$ cat src/rtl/button_event.sv
// Turns the debounced active-low IntBTN level into single-cycle button events.
// Optional double-click detection is compiled in with `define BTN_DCLICK_EN.
module button_event #(
  parameter int unsigned LONG_CYCLES   = 12_000_000,
  parameter int unsigned REPEAT_CYCLES = 2_400_000,
  parameter int unsigned DCLICK_CYCLES = 7_200_000
) (
  input  logic Fg_CLK,
  input  logic RESET,
  input  logic IntBTN,
  output logic PRESS_o,
  output logic RELEASE_o,
  output logic CLICK_o,
  output logic LONG_o,
  output logic REPEAT_o,
  output logic STEP_o,
  output logic HELD_o,
  output logic DCLICK_o
);

  localparam int unsigned MaxLr  = (LONG_CYCLES > REPEAT_CYCLES) ? LONG_CYCLES : REPEAT_CYCLES;
  localparam int unsigned MaxCyc = (MaxLr > DCLICK_CYCLES) ? MaxLr : DCLICK_CYCLES;
  localparam int unsigned CNT_W  = $clog2(MaxCyc) + 1;

  // Terminal values: a counter equal to these means the current sample completes the period.
  localparam logic [CNT_W-1:0] LongLast   = CNT_W'(LONG_CYCLES - 1);
  localparam logic [CNT_W-1:0] RepeatLast = CNT_W'(REPEAT_CYCLES - 1);

`ifdef BTN_DCLICK_EN
  localparam logic [CNT_W-1:0] DclickLast = CNT_W'(DCLICK_CYCLES - 1);

  typedef enum logic [2:0] {StArmed, StIdle, StShort, StLong, StWait2} state_e;
`else
  typedef enum logic [2:0] {StArmed, StIdle, StShort, StLong} state_e;
`endif

  state_e           r_state;
  logic [CNT_W-1:0] r_hold;
  logic [CNT_W-1:0] r_rep;
  logic             r_press;
  logic             r_release;
  logic             r_click;
  logic             r_long;
  logic             r_repeat;
  logic             r_step;
  logic             r_held;
`ifdef BTN_DCLICK_EN
  logic [CNT_W-1:0] r_win;
  logic             r_second;
  logic             r_dclick;
`endif

  always_ff @(posedge Fg_CLK) begin
    if (RESET) begin
      r_state   <= StArmed;
      r_hold    <= '0;
      r_rep     <= '0;
      r_press   <= 1'b0;
      r_release <= 1'b0;
      r_click   <= 1'b0;
      r_long    <= 1'b0;
      r_repeat  <= 1'b0;
      r_step    <= 1'b0;
      r_held    <= 1'b0;
`ifdef BTN_DCLICK_EN
      r_win     <= '0;
      r_second  <= 1'b0;
      r_dclick  <= 1'b0;
`endif
    end else begin
      r_press   <= 1'b0;
      r_release <= 1'b0;
      r_click   <= 1'b0;
      r_long    <= 1'b0;
      r_repeat  <= 1'b0;
      r_step    <= 1'b0;
`ifdef BTN_DCLICK_EN
      r_dclick  <= 1'b0;
`endif
      unique case (r_state)
        // A button held through reset must be released before it can generate events.
        StArmed: begin
          if (IntBTN) r_state <= StIdle;
        end
        StIdle: begin
          if (!IntBTN) begin
            r_state <= StShort;
            r_press <= 1'b1;
            r_step  <= 1'b1;
            r_hold  <= CNT_W'(1);
`ifdef BTN_DCLICK_EN
            r_second <= 1'b0;
`endif
          end
        end
        StShort: begin
          if (!IntBTN) begin
            if (r_hold == LongLast) begin
              r_state <= StLong;
              r_long  <= 1'b1;
              r_held  <= 1'b1;
              r_rep   <= '0;
            end else begin
              r_hold <= r_hold + CNT_W'(1);
            end
          end else begin
            r_release <= 1'b1;
`ifdef BTN_DCLICK_EN
            if (r_second) begin
              r_state <= StIdle;
            end else begin
              r_state <= StWait2;
              r_win   <= '0;
            end
`else
            r_click <= 1'b1;
            r_state <= StIdle;
`endif
          end
        end
        StLong: begin
          if (!IntBTN) begin
            if (r_rep == RepeatLast) begin
              r_rep    <= '0;
              r_repeat <= 1'b1;
              r_step   <= 1'b1;
            end else begin
              r_rep <= r_rep + CNT_W'(1);
            end
          end else begin
            r_release <= 1'b1;
            r_held    <= 1'b0;
            r_state   <= StIdle;
          end
        end
`ifdef BTN_DCLICK_EN
        // Window opens at the release sample; each later high sample consumes one slot.
        StWait2: begin
          if (!IntBTN) begin
            r_state  <= StShort;
            r_press  <= 1'b1;
            r_step   <= 1'b1;
            r_dclick <= 1'b1;
            r_second <= 1'b1;
            r_hold   <= CNT_W'(1);
          end else if (r_win == DclickLast) begin
            r_click <= 1'b1;
            r_state <= StIdle;
          end else begin
            r_win <= r_win + CNT_W'(1);
          end
        end
`endif
        default: r_state <= StArmed;
      endcase
    end
  end

  assign PRESS_o   = r_press;
  assign RELEASE_o = r_release;
  assign CLICK_o   = r_click;
  assign LONG_o    = r_long;
  assign REPEAT_o  = r_repeat;
  assign STEP_o    = r_step;
  assign HELD_o    = r_held;
`ifdef BTN_DCLICK_EN
  assign DCLICK_o  = r_dclick;
`else
  assign DCLICK_o  = 1'b0;
`endif

endmodule
$ cat config.mk
export PLATFORM = sky130hd
export DESIGN_NAME = button_event
export DESIGN_NICKNAME = d
export VERILOG_FILES = /design/src/rtl/button_event.sv
export SDC_FILE = /design/constraint.sdc
export NUM_CORES = 1
export LEC_CHECK = 0
export ABC_AREA = 1
export CAP_MARGIN = 10
export CORE_UTILIZATION = 24
export CTS_CLUSTER_SIZE = 20
export DETAILED_ROUTE_END_ITERATION = 12
export PLACE_DENSITY = 0.45
export SYNTH_ARGS = -nofsm -noshare
export SYNTH_HDL_FRONTEND = slang
export SYNTH_SLANG_ARGS = --single-unit
$ cat constraint.sdc
create_clock -name Fg_CLK -period 2.08 [get_ports Fg_CLK]
set_input_delay 0.312 -clock Fg_CLK [delete_from_list [all_inputs] [get_ports Fg_CLK]]
set_output_delay 0.312 -clock Fg_CLK [all_outputs]
set_load 0.01 [all_outputs]
==> results of run 1 <==
-- worst max-delay path, stage by stage (launching register included) --
cell	delay, ns
dfxtp_1	0.37
ha_1	0.18
nand2_1	0.10
nor2_4	0.16
nand2_4	0.10
nor2_4	0.11
nand2_4	0.10
nand2_2	0.13
nand2_8	0.12
nand2_2	0.17
o21ai_0	0.11
nand2_1	0.07
inv_1	0.04
-- stage by stage --
| stage | hold slack, ns | util [%] |
|---|---|---|
| finish | 0.479 | 29.8 |
| detailed placement | 0.469 | 27.4 |
| global route | 0.495 | 29.8 |
| global placement | 0.466 | 27.4 |
| floorplan | 0.452 | - |
| CTS | 0.484 | 29.5 |
-- metal layers --
layer  track usage [%]  vias to the layer above  share of wire [%]
li1                  -                     2012                  -
met1              18.5                     1735                 50
met2              22.3                       86                 44
met3              2.12                       20                3.9
met4              5.81                        0                2.2
met5                 0                        -                  0
-- repair_timing --
action / 4_1_cts / 5_1_grt
buffers inserted: 0 / 2
resized for setup: 0 / 3
setup endpoints to repair: 0 / 10
-- how the worst min path moves through the flow --
stage                               to  slack [ns]  depth (start not counted)
6_report       r_hold[21]$_SDFFE_PP0P_        0.48                          2
5_1_grt        r_hold[21]$_SDFFE_PP0P_        0.50                          2
3_5_place_dp       HELD_o$_SDFFE_PP0P_        0.47                          2
3_3_place_gp   r_hold[21]$_SDFFE_PP0P_        0.47                          2
2_1_floorplan  r_hold[21]$_SDFFE_PP0P_        0.45                          2
4_1_cts        r_hold[21]$_SDFFE_PP0P_        0.48                          2
-- placed cells by master (no fill, tap or decap), types with 11 or more instances in the layout --
| cell type | count |
|---|---|
| o21ai_0 | 19 |
| nor3_1 | 11 |
| nand3_1 | 49 |
| a21oi_1 | 28 |
| dfxtp_1 | 59 |
| buf_4 | 17 |
| inv_1 | 83 |
| nor2_1 | 108 |
| nand2_1 | 183 |
| nand4_1 | 11 |
-- power by group through the flow --
stage / sequential [mW] / clock, mW / combinational [mW]
floorplan: 1.25 / 0 / 0.679
global placement: 1.25 / 0 / 0.955
detailed placement: 1.25 / 0 / 0.953
CTS: 1.23 / 1.69 / 0.956
global route: 1.23 / 1.75 / 1.12
finish: 1.23 / 1.66 / 1.01
-- kinds of logic (layout without fill, tap and decap cells) --
group                      after synthesis  after routing  share of synthesized area [%]
AOI/OAI and AO/OA                       57             57                           8.54
xor gates and xnor gates                 8              8                           1.83
adders and majority gates                6              6                           1.96
buffers and inverters                  104            131                           11.4
DFF                                     59             59                           30.8
muxes                                    1              1                          0.261
other                                    1              1                         0.0977
and+or+nand+nor                        396            396                           45.1
-- cell type report --
type | count | area, um^2 | area share (%)
timing repair buffer | 28 | 258 | 5.61
sequential | 59 | 1180 | 25.7
clock buffer | 10 | 239 | 5.20
tap | 211 | 264 | 5.75
inverter | 87 | 328 | 7.14
clock inverter | 6 | 88.8 | 1.93
multi-input combinational | 469 | 2230 | 48.7
==> flow_summary.ini, run 1 <==
[run_status]
status = completed

[routing]
drtAntennaViolNets = 0
wl_mm = 10.7
via_per_inst = 4.43
drtPass1Iterations = 5
drc_errors = 0
wire_per_inst_um = 12.3
dr_total_vias = 3853
drt-initial-drc-count = 244

[layout]
final_area_um2 = 4590
areaGrowthSynthToFinish_pct = 19.7
antenna_cells = 0
final_cell_count_no_fill = 870
fillers = 1749
reg_top3 = r_hold x25, r_rep x25, r_state x2
fin_nets = 663
drive_above_1_share_pct = 10.6

[critical_path]
rr_startpoint = r_hold[1]$_SDFFE_PP0P_
r2r_setup_slack_ns = 0.22
endpoint = r_rep[24]$_SDFFE_PP0P_
crit_type = flop to flop
critPathMaxFanout = 19
worst_setup_path_start_kind = flop
cp.arrival_ns = 2.10
cp-end-kind = flop
startpoint = r_hold[1]$_SDFFE_PP0P_
cp.required_ns = 2.32
reg2reg_to = r_rep[24]$_SDFFE_PP0P_
reg2reg_depth = 12

[synth]
syn_inst = 632
ys_types = 34
syn-num-nets = 641
synth-seq-cells = 59
synth_warnings = 0
yosysSeqAreaShare_pct = 30.8
synth_common_cells = nand2_1 (183), nor2_1 (109), inv_1 (83)
synth_ff_type = dfxtp_1
yosys-top-cells-area = dfxtp_1 (31%), nand2_1 (18%), nor2_1 (11%)
avgSynthCellArea_um2 = 6.07
async_flop_share_pct = 0
yosysTopAreaCell = dfxtp_1
netlist_area_um2 = 3840
synth_top_area_share_pct = 30.8
synth_edf_count = 0
yosysMostFrequentCell = nand2_1

[place]
routabilityCongestion = 0.864
dp_cells = 852
place.port_buffers = 9
dp_hpwl_mm = 7.87
post-place-ws_ns = 0.110
dpl_cell_area_um2 = 4220

[clock_tree]
cts_tree = yes
cts_hold_buf = 0
cts.sinks = 59
cts_root_buf = clkbuf_16
numCtsBuffers = 9
h-tree-depth = 3
cts_buffer_depth = 2
clkTransAtPathRegs_ns = 0.06
worstSkewPairLatency_ns = 0.34

[power]
cellPowerDensity_nw_per_um2 = 848
switchingPower_mw = 1.27
internal_power_mw = 2.62
cellLeakagePower_nw = 1.81
power_frac_clock_pct = 42.6
combPwrFrac_pct = 25.9
p_seq_share_pct = 31.5
switching_share_pct = 32.7
ir_drop_mv = 0.467
power_mw = 3.90

[grt]
grt_start_max_net_pins = 34
antenna_found_initial = 0
grt_pass1_wl_mm = 18.0
overflow = 0
grt.total_usage_pct = 13.9
grt_pass1_vias = 3678

[sta]
skew_ns = 0.00859
setup_ws_ns = 0.220
period_share_pct = 89.4
rsz0062_at_grt = false
final_hold_viol_count = 0
finalCriticalPeriod_ns = 1.86
drv_slew = 0
setup_violations = 0
max_freq_mhz = 538
fin_tns_setup_ns = 0

[die]
rows = 45
fp.coreArea_um2 = 15400
start_util_pct = 24.9
pin_count = 11
die_x_um = 128
fp.dieH_um = 128
die-area_um2 = 16500

[job]
max_cap_viol_count = 0

[hold_path]
hp-class = flop to flop
hp-start = r_hold[21]$_SDFFE_PP0P_
Note: power is estimated with default switching activity, not from simulation.
==> run 2: changes to the inputs <==
ABC_AREA = default   (was 1)
==> flow_summary.ini, run 2 <==
[die]
fp.coreArea_um2 = 11600
rows = 39
die_x_um = 112
die-area_um2 = 12500
pin_count = 11
start_util_pct = 25.0
fp.dieH_um = 112

[run_status]
violations = negative setup slack
status = complete, but fails checks

[sta]
final_hold_viol_count = 0
max_freq_mhz = 457
period_share_pct = 105
rsz0062_at_grt = true
finalCriticalPeriod_ns = 2.19
drv_slew = 0
setup_ws_ns = -0.110
setup_violations = 20
whs_ns = 0.504
skew_ns = 0.00834

[synth]
syn_inst = 345
ys_types = 54
synth_common_cells = dfxtp_1 (59), nor2_1 (50), nand2_1 (22)
yosys-top-cells-area = dfxtp_1 (41%), nor2_1 (6.5%), xor2_1 (4.2%)
async_flop_share_pct = 0
synth-seq-cells = 59
synth_warnings = 0
netlist_area_um2 = 2890
yosysSeqAreaShare_pct = 40.8
syn-num-nets = 354
synth_ff_type = dfxtp_1
yosysMostFrequentCell = dfxtp_1
synth_edf_count = 0
avgSynthCellArea_um2 = 8.38
yosysTopAreaCell = dfxtp_1
synth_top_area_share_pct = 40.8

[grt]
met3_usage_pct = 3.48
antenna_found_initial = 0
grt.total_usage_pct = 13.7
overflow = 0
gr-max-usage-layer = met2
grt_use_met1_pct = 16.9
use_met2_pct = 21.9
grt_start_max_net_pins = 24
grt_pass1_vias = 2788
grt_pass1_wl_mm = 13.4

[clock_tree]
clkTransAtPathRegs_ns = 0.05
cts_hold_buf = 0
worstSkewPairLatency_ns = 0.33
cts_root_buf = clkbuf_16
cts_tree = yes
cts.sinks = 59
numCtsBuffers = 9
cts_buffer_depth = 2
h-tree-depth = 3

[place]
post-place-ws_ns = -0.154
routabilityCongestion = 0.783
dp_hpwl_mm = 5.45
place.port_buffers = 9
dp_cells = 543

[critical_path]
rr_startpoint = r_hold[8]$_SDFFE_PP0P_
critPathMaxFanout = 6
crit_type = flop to flop
reg2reg_to = r_rep[6]$_SDFFE_PP0P_
reg2reg_depth = 7
cp-end-kind = flop
endpoint = r_rep[6]$_SDFFE_PP0P_
startpoint = r_hold[8]$_SDFFE_PP0P_
r2r_setup_slack_ns = -0.11
cp.required_ns = 2.31
cp.arrival_ns = 2.42
worst_setup_path_start_kind = flop

[routing]
drt-initial-drc-count = 143
drc_errors = 0
dr_total_vias = 2802
wire_per_inst_um = 14.0
drtAntennaViolNets = 0
via_per_inst = 4.95
drtPass1Iterations = 4
wl_mm = 7.90

[layout]
fin_nets = 427
antenna_cells = 0
areaGrowthSynthToFinish_pct = 43.2
final_cell_mix = buf_4 (61), dfxtp_1 (56), nor2_1 (50)
reg_top3 = r_hold x25, r_rep x25, r_state x2
final_cell_count_no_fill = 566
final_common_cell = buf_4
drive_above_1_share_pct = 29.3

[power]
cellPowerDensity_nw_per_um2 = 687
cellLeakagePower_nw = 1.55
ir_drop_mv = 0.415

[hold_path]
hp-class = flop to flop

[job]
max_cap_viol_count = 0
## run 2: cell types whose count changed after synthesis, moves of 9 or more
cell,previous run,this run
and3_1,0,10
clkbuf_1,4,13
inv_1,83,9
nand2_1,183,22
nand2_2,9,0
nand3_1,49,19
nor2_1,109,50
o21ai_0,19,7
xor2_1,5,14
## run 2: where the power goes
part	leakage, nW	internal (mW)	total (mW)	switching (mW)
Clock	0.127	0.799	1.30	0.500
Sequential	0.477	1.15	1.16	0.0142
Combinational	0.948	0.171	0.382	0.211
## run 2: cells by family after synthesis
| family | share of synthesized area (%) |
|---|---|
| other | 0.130 |
| XOR/XNOR | 6.66 |
| adder cells (fa/ha/maj) | 2.60 |
| AO/OA/AOI/OAI | 16.3 |
| AND/OR/NAND/NOR | 29.5 |
| buffers and inverters | 3.63 |
| multiplexers | 0.346 |
| flip-flops | 40.8 |
## run 2: area by class of cell
class                   count  area [um^2]
well taps                 143          179
repair buffers             79          671
clock inverters             3         15.0
inverters                   9         33.8
flip-flops and latches     59         1180
clock buffers              13          240
fillers                  1189         7420
multi-input cells         260         1820
## run 2: worst max-delay path, stage by stage, from the launching register on
cell,delay [ns]
dfxtp_2,0.32
or4b_4,0.54
nor4_4,0.28
a21boi_2,0.14
nor3_4,0.28
buf_6,0.18
a41oi_2,0.12
a311oi_1,0.24
## run 2: worst min-delay path by stage
stage                           startpoint                endpoint  slack [ns]  cells after the start
global placement    r_rep[16]$_SDFFE_PP0P_  r_rep[16]$_SDFFE_PP0P_        0.48                      1
CTS                  r_rep[7]$_SDFFE_PP0P_   r_rep[7]$_SDFFE_PP0P_        0.50                      2
finish              r_rep[24]$_SDFFE_PP0P_  r_rep[24]$_SDFFE_PP0P_        0.50                      1
detailed placement  r_rep[24]$_SDFFE_PP0P_  r_rep[24]$_SDFFE_PP0P_        0.49                      1
floorplan                            RESET      PRESS_o$_SDFF_PP0_        0.39                      1
global route        r_rep[24]$_SDFFE_PP0P_  r_rep[24]$_SDFFE_PP0P_        0.53                      1
## run 2: routing by layer
layer,share of wire [%],up-vias
met2,47,40
met5,0,-
met4,2.3,0
met3,2.9,13
li1,-,1411
met1,48,1338
## run 2: repair_timing
action                     CTS  global route
gates resized for setup     23            29
setup endpoints to repair   25            41
cloned                       2             0
pin swaps                   19            25
setup buffers                2             4
## run 2: through the flow
stage	instance area [um^2]	total power, mW	TNS (ns)	util [%]
floorplan	2940	1.36	-0.177	-
global placement	3620	1.50	-0.568	31.3
detailed placement	3620	1.50	-1.81	31.3
CTS	4000	2.87	-1.64	34.6
global route	4140	2.97	-3.68	35.8
finish	4140	2.85	-1.19	35.8
